**src/rtl/cnn_pkg.sv**
```systemverilog
// Shared types and helpers for the pixel streaming blocks.
package cnn_pkg;

  // Frame transmitter states.
  typedef enum logic [1:0] {
    ST_IDLE   = 2'd0,
    ST_STREAM = 2'd1,
    ST_DRAIN  = 2'd2,
    ST_FIN    = 2'd3
  } tx_state_t;

  // Width of a counter that must hold the values 0 .. n-1 (at least one bit).
  function automatic int cnt_width(input int n);
    return (n <= 2) ? 1 : $clog2(n);
  endfunction

endpackage

```
**src/rtl/pixel_stream_tx_if.sv**
```systemverilog
// Control, memory-read and pixel-output bundle of the frame transmitter.
// Signal directions are named from the transmitter's point of view.
interface pixel_stream_tx_if #(
  parameter int DATA_WIDTH = 16,
  parameter int ADDR_WIDTH = 10
);
  logic                  i_start;
  logic                  i_stall;
  logic                  o_mem_rd;
  logic [ADDR_WIDTH-1:0] o_mem_addr;
  logic [DATA_WIDTH-1:0] i_mem_data;
  logic [DATA_WIDTH-1:0] o_out;
  logic                  o_e;
  logic                  o_row_end;
  logic                  o_frame_end;
  logic                  o_busy;
  logic                  o_done;

  // Transmitter side.
  modport master (
    input  i_start, i_stall, i_mem_data,
    output o_mem_rd, o_mem_addr, o_out, o_e, o_row_end, o_frame_end, o_busy, o_done
  );

  // Controller / memory / downstream side.
  modport slave (
    output i_start, i_stall, i_mem_data,
    input  o_mem_rd, o_mem_addr, o_out, o_e, o_row_end, o_frame_end, o_busy, o_done
  );
endinterface

```
**src/rtl/pixel_stream_tx_skid_reg.sv**
```systemverilog
// Output register plus one-entry skid buffer. Returning memory data goes
// straight to the output register when it is free; if the output is held by
// a stall, the data parks in the skid entry and is presented next, so order
// is preserved and nothing is dropped or repeated.
module pixel_skid_reg #(
  parameter int DATA_WIDTH = 16
) (
  input  logic                  clk,
  input  logic                  rst,
  input  logic                  i_in_valid,
  input  logic [DATA_WIDTH-1:0] i_in_data,
  input  logic                  i_stall,
  output logic                  o_valid,
  output logic [DATA_WIDTH-1:0] o_data,
  output logic                  o_skid_valid
);

  logic                  r_out_valid;
  logic [DATA_WIDTH-1:0] r_out_data;
  logic                  r_skid_valid;
  logic [DATA_WIDTH-1:0] r_skid_data;
  logic                  w_out_free;

  // Output register may take a new pixel when empty or when its pixel is consumed.
  assign w_out_free = ~r_out_valid | ~i_stall;

  // Output/skid update: skid drains first, then fresh memory data.
  // NOTE: all state here uses non-blocking assignments so every flop samples
  // the pre-edge values, regardless of statement order.
  always_ff @(posedge clk or posedge rst) begin
    if (rst) begin
      // NOTE: data registers are reset too, because the pixel output must
      // read zero out of reset rather than an arbitrary stale value.
      r_out_valid  <= 1'b0;
      r_out_data   <= '0;
      r_skid_valid <= 1'b0;
      r_skid_data  <= '0;
    end else if (w_out_free) begin
      if (r_skid_valid) begin
        r_out_data   <= r_skid_data;
        r_out_valid  <= 1'b1;
        r_skid_valid <= i_in_valid;
        if (i_in_valid) r_skid_data <= i_in_data;
      end else if (i_in_valid) begin
        r_out_data  <= i_in_data;
        r_out_valid <= 1'b1;
      end else begin
        // Pixel value is kept; only the valid flag drops.
        r_out_valid <= 1'b0;
      end
    end else if (i_in_valid) begin
      // Output is occupied and stalled: park the returning word.
      r_skid_data  <= i_in_data;
      r_skid_valid <= 1'b1;
    end
  end

  assign o_valid      = r_out_valid;
  assign o_data       = r_out_data;
  assign o_skid_valid = r_skid_valid;

endmodule

```
**src/rtl/pixel_stream_tx.sv**
```systemverilog
// Frame transmitter: reads a frame from memory in raster order and streams it
// to a line-buffer chain with a valid/stall handshake, tagging row and frame
// ends. Memory latency is one cycle; the skid entry absorbs the one read that
// can be in flight when the downstream stalls.
module pixel_stream_tx
  import cnn_pkg::*;
#(
  parameter int DATA_WIDTH = 16,
  parameter int IMG_WIDTH  = 28,
  parameter int IMG_HEIGHT = 28,
  parameter int ADDR_WIDTH = 10
) (
  input  logic            clk,
  input  logic            rst,
  pixel_stream_tx_if.master bus
);

  localparam int PIX_COUNT = IMG_WIDTH * IMG_HEIGHT;
  localparam int COL_W     = cnt_width(IMG_WIDTH);
  localparam int ROW_W     = cnt_width(IMG_HEIGHT);

  localparam logic [ADDR_WIDTH-1:0] LAST_ADDR = ADDR_WIDTH'(PIX_COUNT - 1);
  localparam logic [COL_W-1:0]      LAST_COL  = COL_W'(IMG_WIDTH - 1);
  localparam logic [ROW_W-1:0]      LAST_ROW  = ROW_W'(IMG_HEIGHT - 1);

  tx_state_t             r_state;
  tx_state_t             w_state_nxt;
  logic [ADDR_WIDTH-1:0] r_rd_addr;
  logic                  r_rd_pending;
  logic [COL_W-1:0]      r_col;
  logic [ROW_W-1:0]      r_row;

  logic                  w_rd;
  logic                  w_valid;
  logic [DATA_WIDTH-1:0] w_data;
  logic                  w_skid_valid;
  logic                  w_consume;
  logic                  w_last_col;
  logic                  w_last_row;
  logic                  w_start;

  assign w_start    = (r_state == ST_IDLE) && bus.i_start;
  assign w_consume  = w_valid & ~bus.i_stall;
  assign w_last_col = (r_col == LAST_COL);
  assign w_last_row = (r_row == LAST_ROW);

  // State register.
  always_ff @(posedge clk or posedge rst) begin
    if (rst) r_state <= ST_IDLE;
    else     r_state <= w_state_nxt;
  end

  // Next state and read strobe.
  // NOTE: every signal written here gets a default first, so no path through
  // the case can leave it unassigned and infer a latch.
  always_comb begin
    w_state_nxt = r_state;
    w_rd        = 1'b0;
    case (r_state)
      ST_IDLE: begin
        if (bus.i_start) w_state_nxt = ST_STREAM;
      end
      ST_STREAM: begin
        // Never issue a read that could return into a full skid entry.
        w_rd = ~bus.i_stall & ~w_skid_valid;
        if (w_rd && (r_rd_addr == LAST_ADDR)) w_state_nxt = ST_DRAIN;
      end
      ST_DRAIN: begin
        if (w_consume && w_last_col && w_last_row) w_state_nxt = ST_FIN;
      end
      ST_FIN: begin
        w_state_nxt = ST_IDLE;
      end
      default: begin
        w_state_nxt = ST_IDLE;
      end
    endcase
  end

  // Read address, read-return tracking and position of the presented pixel.
  always_ff @(posedge clk or posedge rst) begin
    if (rst) begin
      r_rd_addr    <= '0;
      r_rd_pending <= 1'b0;
      r_col        <= '0;
      r_row        <= '0;
    end else begin
      r_rd_pending <= w_rd;
      if (w_start) begin
        r_rd_addr <= '0;
        r_col     <= '0;
        r_row     <= '0;
      end else begin
        // Address parks on the last pixel once the frame has been read.
        if (w_rd && (r_rd_addr != LAST_ADDR)) r_rd_addr <= r_rd_addr + ADDR_WIDTH'(1);
        if (w_consume) begin
          if (w_last_col) begin
            r_col <= '0;
            r_row <= w_last_row ? '0 : r_row + ROW_W'(1);
          end else begin
            r_col <= r_col + COL_W'(1);
          end
        end
      end
    end
  end

  pixel_skid_reg #(
    .DATA_WIDTH (DATA_WIDTH)
  ) u_skid (
    .clk          (clk),
    .rst          (rst),
    .i_in_valid   (r_rd_pending),
    .i_in_data    (bus.i_mem_data),
    .i_stall      (bus.i_stall),
    .o_valid      (w_valid),
    .o_data       (w_data),
    .o_skid_valid (w_skid_valid)
  );

  assign bus.o_mem_rd    = w_rd;
  assign bus.o_mem_addr  = r_rd_addr;
  assign bus.o_out       = w_data;
  assign bus.o_e         = w_valid;
  assign bus.o_row_end   = w_valid & w_last_col;
  assign bus.o_frame_end = w_valid & w_last_col & w_last_row;
  assign bus.o_busy      = (r_state != ST_IDLE);
  assign bus.o_done      = (r_state == ST_FIN);

endmodule

```
**src/flat_wrapper.sv**
```systemverilog
// flat-port wrapper written by rule: the top's interface ports become plain ports
module pixel_stream_tx_flat import cnn_pkg::*;
#(
  parameter int DATA_WIDTH = 16,
  parameter int IMG_WIDTH  = 28,
  parameter int IMG_HEIGHT = 28,
  parameter int ADDR_WIDTH = 10
)
  (clk, rst, bus_i_start, bus_i_stall, bus_i_mem_data, bus_o_mem_rd, bus_o_mem_addr, bus_o_out, bus_o_e, bus_o_row_end, bus_o_frame_end, bus_o_busy, bus_o_done);
  pixel_stream_tx_if #(.DATA_WIDTH(DATA_WIDTH), .ADDR_WIDTH(ADDR_WIDTH)) bus_i ();
  input  logic clk;
  input  logic rst;
  input wire logic [$bits(bus_i.i_start)-1:0] bus_i_start;
  input wire logic [$bits(bus_i.i_stall)-1:0] bus_i_stall;
  input wire logic [$bits(bus_i.i_mem_data)-1:0] bus_i_mem_data;
  output wire logic [$bits(bus_i.o_mem_rd)-1:0] bus_o_mem_rd;
  output wire logic [$bits(bus_i.o_mem_addr)-1:0] bus_o_mem_addr;
  output wire logic [$bits(bus_i.o_out)-1:0] bus_o_out;
  output wire logic [$bits(bus_i.o_e)-1:0] bus_o_e;
  output wire logic [$bits(bus_i.o_row_end)-1:0] bus_o_row_end;
  output wire logic [$bits(bus_i.o_frame_end)-1:0] bus_o_frame_end;
  output wire logic [$bits(bus_i.o_busy)-1:0] bus_o_busy;
  output wire logic [$bits(bus_i.o_done)-1:0] bus_o_done;
  assign bus_i.i_start = bus_i_start;
  assign bus_i.i_stall = bus_i_stall;
  assign bus_i.i_mem_data = bus_i_mem_data;
  assign bus_o_mem_rd = bus_i.o_mem_rd;
  assign bus_o_mem_addr = bus_i.o_mem_addr;
  assign bus_o_out = bus_i.o_out;
  assign bus_o_e = bus_i.o_e;
  assign bus_o_row_end = bus_i.o_row_end;
  assign bus_o_frame_end = bus_i.o_frame_end;
  assign bus_o_busy = bus_i.o_busy;
  assign bus_o_done = bus_i.o_done;
  pixel_stream_tx #(.DATA_WIDTH(DATA_WIDTH), .IMG_WIDTH(IMG_WIDTH), .IMG_HEIGHT(IMG_HEIGHT), .ADDR_WIDTH(ADDR_WIDTH)) u_core (.clk(clk), .rst(rst), .bus(bus_i));
endmodule
```
**config.mk**
```make
export PLATFORM = sky130hd
export DESIGN_NAME = pixel_stream_tx_flat
export DESIGN_NICKNAME = d
export VERILOG_FILES = /design/src/rtl/cnn_pkg.sv /design/src/rtl/pixel_stream_tx_if.sv /design/src/rtl/pixel_stream_tx_skid_reg.sv /design/src/rtl/pixel_stream_tx.sv /design/src/flat_wrapper.sv
export SDC_FILE = /design/constraint.sdc
export NUM_CORES = 1
export LEC_CHECK = 0
export CAP_MARGIN = 25
export CORE_UTILIZATION = 40
export CTS_BUF_LIST = sky130_fd_sc_hd__clkbuf_4
export DETAILED_ROUTE_END_ITERATION = 8
export DONT_BUFFER_PORTS = 1
export GPL_TIMING_DRIVEN = 0
export SYNTH_ARGS = -nofsm -noshare
export SYNTH_HDL_FRONTEND = slang
export SYNTH_SLANG_ARGS = --single-unit
```
**constraint.sdc**
```tcl
create_clock -name clk -period 3.4 [get_ports clk]
set_input_delay 0.85 -clock clk [delete_from_list [all_inputs] [get_ports clk]]
set_output_delay 0.85 -clock clk [all_outputs]
set_load 0.005 [all_outputs]
```
## Word-level counts from Yosys, hierarchy flattened

Cells that the tools add are included.

| word-level totals | value |
|---|---|
| bits in registers | 57 |
| bits of input ports | 20 |
| output and inout bits | 32 |
| word-level logic and storage cells | 70 |

| cells by class | value |
|---|---|
| bitwise logic cells | 8 |
| $add $sub $neg | 3 |
| eq/ne operators | 11 |
| reduce and logical (&&, ||, !) cells | 15 |
| multiplexer cells | 24 |

Operators by type and width:

| kind | number |
|---|---|
| two-way mux 16 bit | 5 |
| two-way mux 5 bit | 7 |
| two-way mux 10 bit | 2 |
| nonzero test 2 bit | 6 |
| adder 10 x 1 -> 10 bit, second input constant | 1 |
| adder 5 x 1 -> 5 bit, second input constant | 2 |
| equality test 10 bit, second input constant | 1 |
| equality test 5 bit, second input constant | 2 |
| != test 10 bit, second input constant | 1 |
| one-hot mux 2 bit (4 select lines) | 1 |
| two-way mux 1 bit | 6 |
| two-way mux 2 bit | 3 |
| logical AND 1 bit | 5 |
| bitwise AND 1 bit | 4 |
| equality test 2 bit, second input constant | 2 |
| != test 2 x 1 -> 1 bit, second input constant | 2 |
| != test 2 bit, second input constant | 2 |
| AND reduction 2 bit | 2 |
| inverter 1 bit | 3 |
| AND reduction 3 bit | 1 |
| equality test 2 x 1 -> 1 bit, second input constant | 1 |
| logical NOT 2 bit | 1 |
| bitwise OR 1 bit | 1 |

## Longest topological paths before layout

| depth | value |
|---|---|
| depth in word-level cells | 6 |
| depth in mapped cells | 6 |
| depth with buffers taken out | 6 |

## Cells and area by module

A second synthesis with hierarchy kept.

| second synthesis, totals | value |
|---|---|
| cells, all modules | 248 |
| area total of the unflattened synthesis | 2802.7 um^2 |

By module, submodules not included:

| module | cells an instance | instances | sequential area each (um^2) | area each (um^2) |
|---|---|---|---|---|
| pixel_skid_reg | 110 | 1 | 850.8 | 1475.2 |
| pixel_stream_tx | 138 | 1 | 575.6 | 1327.5 |

## Worst setup path before layout

OpenSTA, ideal clock, no wires.

| timing path | value |
|---|---|
| path type | input port to flip-flop |
| from | input bus_i_stall |
| to | register u_core.u_skid.r_skid_data[0] |
| path buffers | 1 |
| data required time | 3.275 ns |
| path slack | 1.266 ns |
| library setup time | 0.125 ns |
| data arrival time | 2.010 ns |
| cell stages on the path | 4 |
| path through | and2_1 o21ai_1 buf_2 mux2_2 |

| on the way | value |
|---|---|
| longest elaborated chain between the ends | 3 |
| elaborated cells on any way between the ends | 4 |
| classes of those cells | 1 x eq/ne; 1 x mux; 2 x bitwise |

RTL lines:

| element | RTL line | RTL |
|---|---|---|
| start, declared | flat_wrapper.sv:14 | `input wire logic [$bits(bus_i.i_stall)-1:0] bus_i_stall;` |
| inverter 1 bit (*) | pixel_stream_tx_skid_reg.sv:25 | `assign w_out_free = ~r_out_valid \| ~i_stall;` |
| bitwise OR 1 bit (*) | pixel_stream_tx_skid_reg.sv:25 |  |
| != test 2 bit (no source line) or two-way mux 16 bit (tied branches) | - |  |
| end signal, assigned | pixel_stream_tx_skid_reg.sv:43 | `if (i_in_valid) r_skid_data <= i_in_data;` |
| end signal, assigned | pixel_stream_tx_skid_reg.sv:53 | `r_skid_data <= i_in_data;` |
| end, declared | pixel_stream_tx_skid_reg.sv:21 | `logic [DATA_WIDTH-1:0] r_skid_data;` |

Every way passes the cells marked *; elsewhere a longest branch is shown, timed or not.
A chain may end at the register's enable or synchronous reset.

## Final worst setup path

| timing path | value |
|---|---|
| from | register u_core.r_state[1] |
| to | output bus_o_mem_rd |

| on the way | value |
|---|---|
| longest elaborated chain between the ends | 2 |

RTL lines:

| element | RTL line | RTL |
|---|---|---|
| start, declared | pixel_stream_tx.sv:26 | `tx_state_t r_state;` |
| start signal, assigned | pixel_stream_tx.sv:50 | `else r_state <= w_state_nxt;` |
| equality test 2 x 1 -> 1 bit | pixel_stream_tx.sv:59 | `case (r_state)` |
| two-way mux 1 bit | pixel_stream_tx.sv:59 |  |
| end, declared | flat_wrapper.sv:16 | `output wire logic [$bits(bus_i.o_mem_rd)-1:0] bus_o_mem_rd;` |

Every way passes these cells.

==> summary.txt <==
STA
  • F_max: between 0.3 and 0.4 GHz
  • Setup Viol. Count Final: 0
  • Fin. max-slew vios: 0
  • Crit share post-route: 75.8%
  • RSZ-0062 raised after global routing: no
  • WHS: between 300 and 400 ps
  • Rel. slew slack: around 58%
  • Clock Skews: 8.07 ps
  • Tightest Pin Transition: around 630 ps
  • Endpoints failing hold: 0
  • Fin crit period: ~2600 ps
  • Sum Neg Setup Slack: 0 ps

Global route
  • Vias in the first global route: about 1.9k
  • Largest net degree at the start of global routing: 33
  • Initial antenna violation count: 0
  • Total GRT Usage: ~16%
  • First-pass GRT wire length: 8.96 mm
  • Gr ovfl total: 0

Floorplan
  • Total core area: between 6000 and 7000 um^2
  • Die footprint: around 7000 um^2
  • DIE WIDTH: about 85 um
  • Die Y: 84.5 um
  • I/O pins: 52
  • Num rows: 29
  • Initial Utilization: between 40% and 50%

Logic synthesis
  • Ys async rst share: between 90% and 100%
  • Synth warn: 0
  • Mapped Area: between 2000 and 3000 um^2
  • Synth unique cells: 47
  • Post-synth EDFFs: 0
  • Register area share after synthesis: 52.3%
  • Largest family of logic cells by synthesized area: multiplexers
  • Post-synthesis compound-gate area fraction: under 10%
  • Prevailing post-synth register cell: dfrtp_1
  • Mapped Cells: between 200 and 250
  • Yosys reg bits: 57
  • Mean area per synthesized cell: 11.4 um^2
  • Synth Area in Simple Gates: between 10% and 20%
  • Mux cell area share after synthesis: ~15%
  • Post-synthesis adder-cell area fraction: under 10%
  • Syn Nets: ~270
  • XOR/XNOR Fraction of Synth Area: 1.93%

Routing
  • Vias: about 1.8k
  • Routed WL: roughly 5.3 mm
  • Routed len/inst: between 15 and 20 um
  • Routed Antenna Nets: 0
  • Avg Vias per Cell: about 5.5
  • Residual DRC: 3
  • Drt first pass iters: 8
  • DRT iter0 DRCs: 118

Pwr
  • Power consumption: between 2 and 2.5 mW
  • Pleak: about 1.3 nW
  • PD cells: ~700 nW/um^2
  • VDD IR max: 0.000411 V

Job
  • # Max-Cap Violations: 0

Run status
  • Status: complete, but fails checks
  • Failing checks: DRC

Layout
  • Fill cell count: 604
  • Layout Nets: about 280
  • Share of layout cells above drive strength 1: approximately a fifth
  • Area growth, synth to finish: 8.08%
  • Final Non-Filler Cells: roughly 330
  • N_diodes: 0

CTS
  • Cts repair resizes: 0
  • TritonCTS buffer count: 9
  • Clock slew at reported path FFs: approximately 100 ps
  • Root buffer cell: clkbuf_4
  • Setup Buffers After CTS: 0
  • Clock Path Buffers: 2
  • Clk Latency, worst-skew pair: approximately 400 ps
  • Hold_buf cts: 0
  • H-tree Lvls: 3
  • CTS tree: yes
  • # clock sinks: 57

Placed design
  • Routability cong.: about 0.76
  • Count of input and output buffers: 0
  • Post-DP HPWL: around 3.7 mm
  • Placed cells: 317

Hold path
  • Worst Hold Class: in -> async

Critical path
  • R2r setup slk: between 1000 and 1500 ps
  • CP Capture Type: primary output
  • Critical path class: reg -> out
  • Startpoint Class: flip-flop
  • Worst EP arrival: 1730 ps
  • Data required time of the worst path: ~2600 ps
  • Maximum fanout along the worst path: 9
-- state kept, by name, summed over array words and instances (netlist names) --
| signal | flops |
|---|---|
| u_core.r_col | 5 |
| u_core.r_state | 2 |
| u_core.u_skid.r_skid_data | 16 |
| u_core.u_skid.o_valid | 1 |
| u_core.u_skid.o_data | 16 |
| u_core.bus.o_mem_addr | 10 |
| u_core.r_rd_pending | 1 |
| u_core.r_row | 5 |
| u_core.u_skid.o_skid_valid | 1 |
-- worst paths after layout --
kind | startpoint | endpoint | cells after the start
setup / recovery | u_core.r_state[1]$_DFFE_PP0P_ | bus_o_mem_rd | 3
hold / removal | rst | u_core.bus.o_mem_addr[1]$_DFFE_PP0P_ | 1
setup reg to reg | u_core.r_state[1]$_DFFE_PP0P_ | u_core.bus.o_mem_addr[9]$_DFFE_PP0P_ | 6
hold reg to reg | u_core.u_skid.r_skid_data[3]$_DFFE_PP0P_ | u_core.u_skid.r_skid_data[3]$_DFFE_PP0P_ | 1
max in group asynchronous | rst | u_core.u_skid.o_data[12]$_DFFE_PP0P_ | 2
min in group clk | u_core.u_skid.r_skid_data[3]$_DFFE_PP0P_ | u_core.u_skid.r_skid_data[3]$_DFFE_PP0P_ | 1
-- report_power, final --
group	internal [mW]	switching, mW
clock	0.140	0.253
combinational	0.287	0.267
sequential	0.947	0.229
total	1.37	0.750
-- metrics by stage --
stage	cell area (um^2)	util [%]	worst slack, ps
3_3_place_gp	2820	43.7	449
5_1_grt	2950	45.6	666
6_report	2950	45.6	821
2_1_floorplan	2730	-	1150
3_5_place_dp	2840	44.0	951
4_1_cts	2950	45.6	790
-- cell usage after synthesis (all sizes together) (2+ instances only) --
cell,number,area (um^2)
mux2,18,206
or3,4,25.0
nor2b,3,18.8
and2,4,26.3
and3b,2,18.8
ha,8,100
nand3,5,25.0
mux2i,20,200
nand4b,2,17.5
o21ai,20,100
dfrtp,57,1430
clkbuf,5,18.8
o311ai,2,17.5
xor2,5,43.8
inv,6,22.5
or3b,2,17.5
nor2,14,52.6
nand2,23,86.3
a21oi,7,35.0
buf,3,15.0
and3,4,26.3
nand2b,2,12.5
nand4,4,25.0
-- logic make-up after synthesis --
group / count (synthesis)
buf+inv: 15
fa+ha+maj: 9
compound gates: 40
xor+xnor: 6
flops: 57
simple gates: 74
mux: 38
-- layout by cell type (no fill, tap or decap), types with 2 or more instances in the layout --
master,Yosys,routed
a21oi_1,7,7
and2_1,3,3
and3_1,3,3
buf_2,3,3
clkbuf_1,5,5
clkbuf_4,0,9
clkinv_2,0,2
clkinvlp_4,0,3
dfrtp_1,57,57
ha_1,8,8
inv_1,6,5
mux2_2,17,17
mux2i_1,20,20
nand2_1,23,23
nand2b_1,2,2
nand3_1,5,5
nand4_1,4,4
nand4b_1,2,2
nor2_1,14,14
nor2b_1,3,3
o21ai_0,19,19
o311ai_0,2,2
or3_1,4,4
or3b_2,2,2
xor2_1,5,5
-- layer usage --
| metal | track usage (%) | vias up | part of all wire [%] |
|---|---|---|---|
| li1 | - | 872 | - |
| met1 | 20.2 | 883 | 46 |
| met2 | 25.1 | 50 | 45 |
| met3 | 6.59 | 11 | 7.1 |
| met4 | 7.70 | 0 | 2.0 |
| met5 | 0 | - | 0 |
-- cell type report --
class	instances	area [um^2]	share of cell area, %
repair buffers	1	20.0	0.680
plain buffers	9	43.8	1.49
inverters	6	22.5	0.765
clock inverters	6	36.3	1.23
flip-flops and latches	57	1430	48.4
well taps	77	96.3	3.27
multi-input cells	167	1230	41.8
clock buffers	9	67.6	2.29
-- critical path: stages (launching register included) --
cell and delay (ps):
dfrtp_1 430, inv_1 120, ha_1 220, nor3b_2 560
Note: power is estimated with default switching activity, not from simulation.
